### config.mk
export PLATFORM = sky130hd
export DESIGN_NAME = cla_pipelined_subtractor
export DESIGN_NICKNAME = d
export VERILOG_FILES = /design/src/rtl/cla_pipelined_subtractor.sv
export SDC_FILE = /design/constraint.sdc
export NUM_CORES = 1
export LEC_CHECK = 0
export CORE_MARGIN = 3
export CORE_UTILIZATION = 30
export CTS_CLUSTER_DIAMETER = 80
export DETAILED_ROUTE_END_ITERATION = 8
export SLEW_MARGIN = 15
export SYNTH_ARGS = -nofsm -noshare
export SYNTH_HDL_FRONTEND = slang
export SYNTH_SLANG_ARGS = --single-unit
### constraint.sdc
create_clock -name i_clk -period 9.7 [get_ports i_clk]
set_input_delay 1.94 -clock i_clk [delete_from_list [all_inputs] [get_ports i_clk]]
set_output_delay 1.94 -clock i_clk [all_outputs]
set_load 0.05 [all_outputs]
### src/rtl/cla_pipelined_subtractor.sv
// Pipelined carry-lookahead subtractor: computes i_a - i_b as A + ~B + 1, resolving
// SEG_WIDTH bits per stage with a valid/ready handshake chained through every stage.
module cla_pipelined_subtractor #(
  parameter int WIDTH     = 16,
  parameter int SEG_WIDTH = 4
) (
  input  logic             i_clk,
  input  logic             i_rst,
  input  logic             i_valid,
  output logic             o_ready,
  input  logic [WIDTH-1:0] i_a,
  input  logic [WIDTH-1:0] i_b,
  output logic             o_valid,
  input  logic             i_ready,
  output logic [WIDTH-1:0] o_diff,
  output logic             o_borrow,
  output logic             o_ovf
);

  localparam int SEG_SAFE = (SEG_WIDTH < 1) ? 1 : SEG_WIDTH;
  localparam int NSEG     = WIDTH / SEG_SAFE;

  if ((SEG_WIDTH < 1) || ((WIDTH % SEG_SAFE) != 0)) begin : g_param_check
    $error("cla_pipelined_subtractor: WIDTH must be a positive multiple of SEG_WIDTH");
  end

  logic [NSEG-1:0] stage_valid;
  logic [NSEG:0]   stage_ready;

  // Ready ripples back from the output; an empty stage is always ready.
  always_comb begin
    stage_ready       = '0;
    stage_ready[NSEG] = i_ready;
    for (int unsigned n = 0; n < NSEG; n++) begin
      stage_ready[NSEG-1-n] = ~stage_valid[NSEG-1-n] | stage_ready[NSEG-n];
    end
  end

  assign o_ready = stage_ready[0];

  for (genvar k = 0; k < NSEG; k++) begin : g_stage
    localparam int SRC_W  = WIDTH - k * SEG_WIDTH;
    localparam int REM_W  = SRC_W - SEG_WIDTH;
    localparam int DIFF_W = (k + 1) * SEG_WIDTH;

    logic                 in_valid;
    logic                 valid_q;
    logic                 load;
    logic [SRC_W-1:0]     src_a;
    logic [SRC_W-1:0]     src_b;
    logic                 seg_cin;
    logic [SEG_WIDTH-1:0] seg_a;
    logic [SEG_WIDTH-1:0] seg_b;
    logic [SEG_WIDTH-1:0] gen;
    logic [SEG_WIDTH-1:0] prop;
    logic [SEG_WIDTH-1:0] seg_sum;
    logic [SEG_WIDTH:0]   carry;
    logic [DIFF_W-1:0]    diff_d;
    logic [DIFF_W-1:0]    diff_q;

    if (k == 0) begin : g_src
      assign in_valid = i_valid;
      assign src_a    = i_a;
      assign src_b    = i_b;
      assign seg_cin  = 1'b1;
      assign diff_d   = seg_sum;
    end else begin : g_src
      assign in_valid = stage_valid[k-1];
      assign src_a    = g_stage[k-1].g_rem.a_rem_q;
      assign src_b    = g_stage[k-1].g_rem.b_rem_q;
      assign seg_cin  = g_stage[k-1].g_rem.carry_q;
      assign diff_d   = {seg_sum, g_stage[k-1].diff_q};
    end

    assign seg_a          = src_a[SEG_WIDTH-1:0];
    assign seg_b          = src_b[SEG_WIDTH-1:0];
    assign stage_valid[k] = valid_q;
    assign load           = stage_ready[k] & in_valid;

    // Each carry is the flattened generate/propagate prefix, not a ripple chain.
    always_comb begin
      logic acc;
      logic pchain;
      acc      = 1'b0;
      pchain   = 1'b0;
      gen      = seg_a & ~seg_b;
      prop     = seg_a | ~seg_b;
      carry    = '0;
      carry[0] = seg_cin;
      for (int unsigned i = 0; i < SEG_WIDTH; i++) begin
        acc    = gen[i];
        pchain = prop[i];
        for (int unsigned j = 1; j <= i; j++) begin
          acc    = acc | (pchain & gen[i-j]);
          pchain = pchain & prop[i-j];
        end
        carry[i+1] = acc | (pchain & seg_cin);
      end
      seg_sum = seg_a ^ ~seg_b ^ carry[SEG_WIDTH-1:0];
    end

    always_ff @(posedge i_clk or posedge i_rst) begin
      if (i_rst) begin
        valid_q <= 1'b0;
        diff_q  <= '0;
      end else if (stage_ready[k]) begin
        valid_q <= in_valid;
        if (in_valid) begin
          diff_q <= diff_d;
        end
      end
    end

    if (REM_W > 0) begin : g_rem
      logic [REM_W-1:0] a_rem_q;
      logic [REM_W-1:0] b_rem_q;
      logic             carry_q;

      always_ff @(posedge i_clk or posedge i_rst) begin
        if (i_rst) begin
          a_rem_q <= '0;
          b_rem_q <= '0;
          carry_q <= 1'b0;
        end else if (load) begin
          a_rem_q <= src_a[SRC_W-1:SEG_WIDTH];
          b_rem_q <= src_b[SRC_W-1:SEG_WIDTH];
          carry_q <= carry[SEG_WIDTH];
        end
      end
    end else begin : g_last
      logic borrow_q;
      logic ovf_q;

      // The final segment still holds the operand MSBs, so flags are registered here.
      always_ff @(posedge i_clk or posedge i_rst) begin
        if (i_rst) begin
          borrow_q <= 1'b0;
          ovf_q    <= 1'b0;
        end else if (load) begin
          borrow_q <= ~carry[SEG_WIDTH];
          ovf_q    <= (seg_a[SEG_WIDTH-1] ^ seg_b[SEG_WIDTH-1]) &
                      (seg_sum[SEG_WIDTH-1] ^ seg_a[SEG_WIDTH-1]);
        end
      end
    end
  end

  assign o_valid  = stage_valid[NSEG-1];
  assign o_diff   = g_stage[NSEG-1].diff_q;
  assign o_borrow = g_stage[NSEG-1].g_last.borrow_q;
  assign o_ovf    = g_stage[NSEG-1].g_last.ovf_q;

endmodule
==> results.py <==
metrics = {
    "run_status": {
        "status": "completed",
    },
    "setup_path": {
        "critPathMaxStageDelay_ns": 0.70,
        "r2r_cells": 3,
        "path_depth": 4,
        "critical_path_class": "in -> out",
        "cpMaxStageDelayCell": "clkdlybuf4s50_1",
        "start_kind": "primary input",
        "crit_arrival_ns": 3.67,
        "endpoint": "o_ready",
        "cp-startpoint": "i_ready",
        "cp_common_cell": "clkdlybuf4s50_1",
        "critPathTopFamily": "buffers and inverters",
        "regToRegSetupSlack_ns": 7.70,
        "cp-end-kind": "output pin",
        "path_cells": "clkdlybuf4s50_1 > nand4b_2 > or2_2 > clkdlybuf4s50_1",
        "crit_fanout": 4,
        "cp.buffers_inverters": 2,
        "cp.required_ns": 7.76,
        "rr_endpoint": "g_stage[0].g_rem.a_rem_q[11]",
        "timing.rr.start": "g_stage[2].valid_q",
    },
    "clocking": {
        "clock_tree.root_cell": "clkbuf_16",
        "clockBufferDepth": 2,
        "insertion_delay_ns": 0.34,
        "cts.hold.buffers_added": 0,
        "clkSlewWorstSetupHoldPaths_ns": 0.06,
        "numCtsBuffers": 9,
        "cts_tree": "yes",
        "numClockSinks": 97,
        "post_cts_resized": 0,
        "cts_setup_buffers": 0,
        "htree_levels": 3,
    },
    "grt": {
        "antenna_found_initial": 0,
        "grt_pass1_vias": 2889,
        "grt_usage": 0.104,
        "grt_overflow_total": 0,
        "grt_pass1_wl_um": 13800,
        "grt_max_degree": 67,
    },
    "synth": {
        "synth-seq-cells": 97,
        "ys_seq_area_frac": 0.535,
        "yosys_warnings": 0,
        "yosysTopAreaCell": "dfrtp_1",
        "synth_top_area_share": 0.535,
        "synth_edf_count": 0,
        "syn_area_um2": 4540,
        "synth_area_leaders": "dfrtp_1 53%, mux2_2 9.2%, ha_1 9.1%, mux2_1 5.0%, nand2_1 4.6%",
        "async_flop_share": 1.00,
        "netlist_instances": 383,
        "avgSynthCellArea_um2": 11.8,
        "ys_types": 41,
        "syn-num-nets": 455,
        "synth_flop_cell": "dfrtp_1",
    },
    "detailed_routing": {
        "viasPerCell": 4.50,
        "drtIter0Drc": 70,
        "wirelength_um": 8140,
        "final_antenna_net_count": 0,
        "drc_errors": 0,
        "wl_per_cell_um": 13.0,
        "via_count": 2823,
        "first_pass_iters": 4,
    },
    "sta": {
        "post-route-period-util": 0.579,
        "fmax_mhz": 178,
        "tightest_slew_ns": 1.07,
        "slew_headroom": 0.285,
        "min_period_ns": 5.61,
        "setup_violations": 0,
        "rsz0062_at_grt": "no",
        "tns_ns": 0,
        "hold_violations": 0,
        "finalWorstSetupSlack_ns": 4.09,
        "clock_skew_ns": 0.00834,
        "report.final.slew_viol_count": 0,
    },
    "floorplanning": {
        "dieWidth_um": 129,
        "std_cell_rows": 44,
        "core_um2": 14600,
        "start_util": 0.310,
        "die_h_um": 129,
        "io_pins": 56,
        "die_area_um2": 16600,
    },
    "power_and_ir_drop": {
        "seqPwrFrac": 0.415,
        "p_per_area_nw_per_um2": 265,
        "leakagePower_nw": 2.54,
        "power_w": 0.00146,
        "swShare": 0.360,
        "p_clk_frac": 0.223,
        "worst_ir_drop_vdd_uv": 81.1,
        "power.internal_w": 0.000936,
        "power_switching_w": 0.000527,
        "power.share.combinational": 0.362,
    },
    "placement": {
        "placed_cells": 612,
        "io_buffers": 55,
        "place_worst_setup_slack_ns": 4.09,
        "gp_congestion": 0.779,
        "dp_hpwl_um": 5900,
        "dpl_cell_area_um2": 5260,
    },
    "flow_run": {
        "drv_cap": 0,
    },
    "finish": {
        "drive_gt1_frac": 0.129,
        "regArea_um2": 2430,
        "syn2layout_area_growth_pct": 21.8,
        "multi_input_area_um2": 1870,
        "layout.nets": 511,
        "diodes": 0,
        "stdcell_count": 627,
        "num-fill-cells": 1421,
        "final_area_um2": 5530,
    },
    "worst_hold_path": {
        "hold_class": "reg -> reg",
    },
}
## synthesized netlist by cell type, types with 2 or more instances
cell type,n
a211o_1,2
a21oi_1,4
buf_2,7
buf_6,3
dfrtp_1,97
fa_1,3
ha_1,33
inv_1,43
mux2_1,20
mux2_2,37
nand2_1,56
nand2b_1,6
nand3_1,2
nor2_1,6
nor2b_1,4
nor4_1,2
o21a_1,3
o21ai_0,16
o21ai_1,2
o21bai_1,6
o31a_1,3
o31ai_1,5
xnor2_1,4
xor2_1,2
## metrics by stage
stage | util | hold WS (ns)
floorplan | - | 0.433
global placement | 0.359 | 0.448
detailed placement | 0.359 | 0.455
CTS | 0.377 | 0.466
global route | 0.377 | 0.493
finish | 0.377 | 0.467
## power by group through the flow
stage	clock network [W]	registers [W]	logic, W
3_3_place_gp	0	0.000611	0.000525
5_1_grt	0.000354	0.000626	0.000585
2_1_floorplan	0	0.000723	0.000263
6_report	0.000326	0.000607	0.000529
4_1_cts	0.000338	0.000611	0.000538
3_5_place_dp	0	0.000618	0.000536
## how the worst min path moves through the flow
stage / from / endpoint / slack, ns / depth (start not counted)
4_1_cts: g_stage[1].diff_q[4] / g_stage[2].diff_q[4] / 0.47 / 2
5_1_grt: g_stage[1].diff_q[1] / g_stage[2].diff_q[1] / 0.49 / 2
3_3_place_gp: g_stage[1].diff_q[2] / g_stage[2].diff_q[2] / 0.45 / 2
2_1_floorplan: g_stage[1].diff_q[0] / g_stage[2].diff_q[0] / 0.43 / 2
6_report: g_stage[1].diff_q[2] / g_stage[2].diff_q[2] / 0.47 / 2
3_5_place_dp: g_stage[1].diff_q[2] / g_stage[2].diff_q[2] / 0.45 / 2
## worst min-delay path: stages, from the launching register on
cell and delay, ns:
dfrtp_1 0.34, nand2_1 0.05, nand2_1 0.05
## cell type report
type	instances	share of cell area
clock inverter	4	0.00521
tap	184	0.0416
timing repair buffer	57	0.102
inverter	43	0.0297
multi-input combinational	231	0.338
sequential	97	0.439
clock buffer	11	0.0439
## logic make-up after synthesis
| group | Yosys count | synth area share |
|---|---|---|
| DFF | 97 | 0.535 |
| adders and majority gates | 36 | 0.104 |
| AOI/OAI and AO/OA | 48 | 0.0714 |
| and+or+nand+nor | 84 | 0.0833 |
| buffers and inverters | 55 | 0.0532 |
| xor gates and xnor gates | 6 | 0.0116 |
| muxes | 57 | 0.141 |
## sequential cells by signal, indices dropped and copies added, names as in the netlist
signal / cells
g_stage.diff_q: 24
g_stage.g_rem.a_rem_q: 24
g_stage.g_rem.b_rem_q: 24
g_stage.g_rem.carry_q: 3
g_stage.valid_q: 3
o_borrow: 1
o_diff: 16
o_ovf: 1
o_valid: 1
## cell usage in the layout (no fill, tap or decap), types with 2 or more instances in the layout
cell / synthesis / layout
nor2b_1: 4 / 4
clkdlybuf4s50_1: 0 / 55
xor2_1: 2 / 2
o21a_1: 3 / 3
a211o_1: 2 / 2
inv_1: 43 / 42
o31ai_1: 5 / 5
nand2_1: 56 / 56
buf_4: 1 / 2
o21bai_1: 6 / 6
o21ai_0: 16 / 16
o31a_1: 3 / 3
nand2b_1: 6 / 6
mux2_2: 37 / 37
nor2_1: 6 / 6
clkinvlp_4: 0 / 2
clkbuf_16: 0 / 9
dfrtp_1: 97 / 97
xnor2_1: 4 / 4
nor4_1: 2 / 2
mux2_1: 20 / 20
ha_1: 33 / 33
nand3_1: 2 / 2
fa_1: 3 / 3
a21oi_1: 4 / 4
o21ai_1: 2 / 2
## routing by layer
layer	vias up	GRT usage	wire, um
met5	-	0	0
met1	1389	0.133	3920
li1	1383	-	-
met4	0	0.0395	127
met2	42	0.166	3820
met3	9	0.0295	278
(Power assumes the default switching activity.)
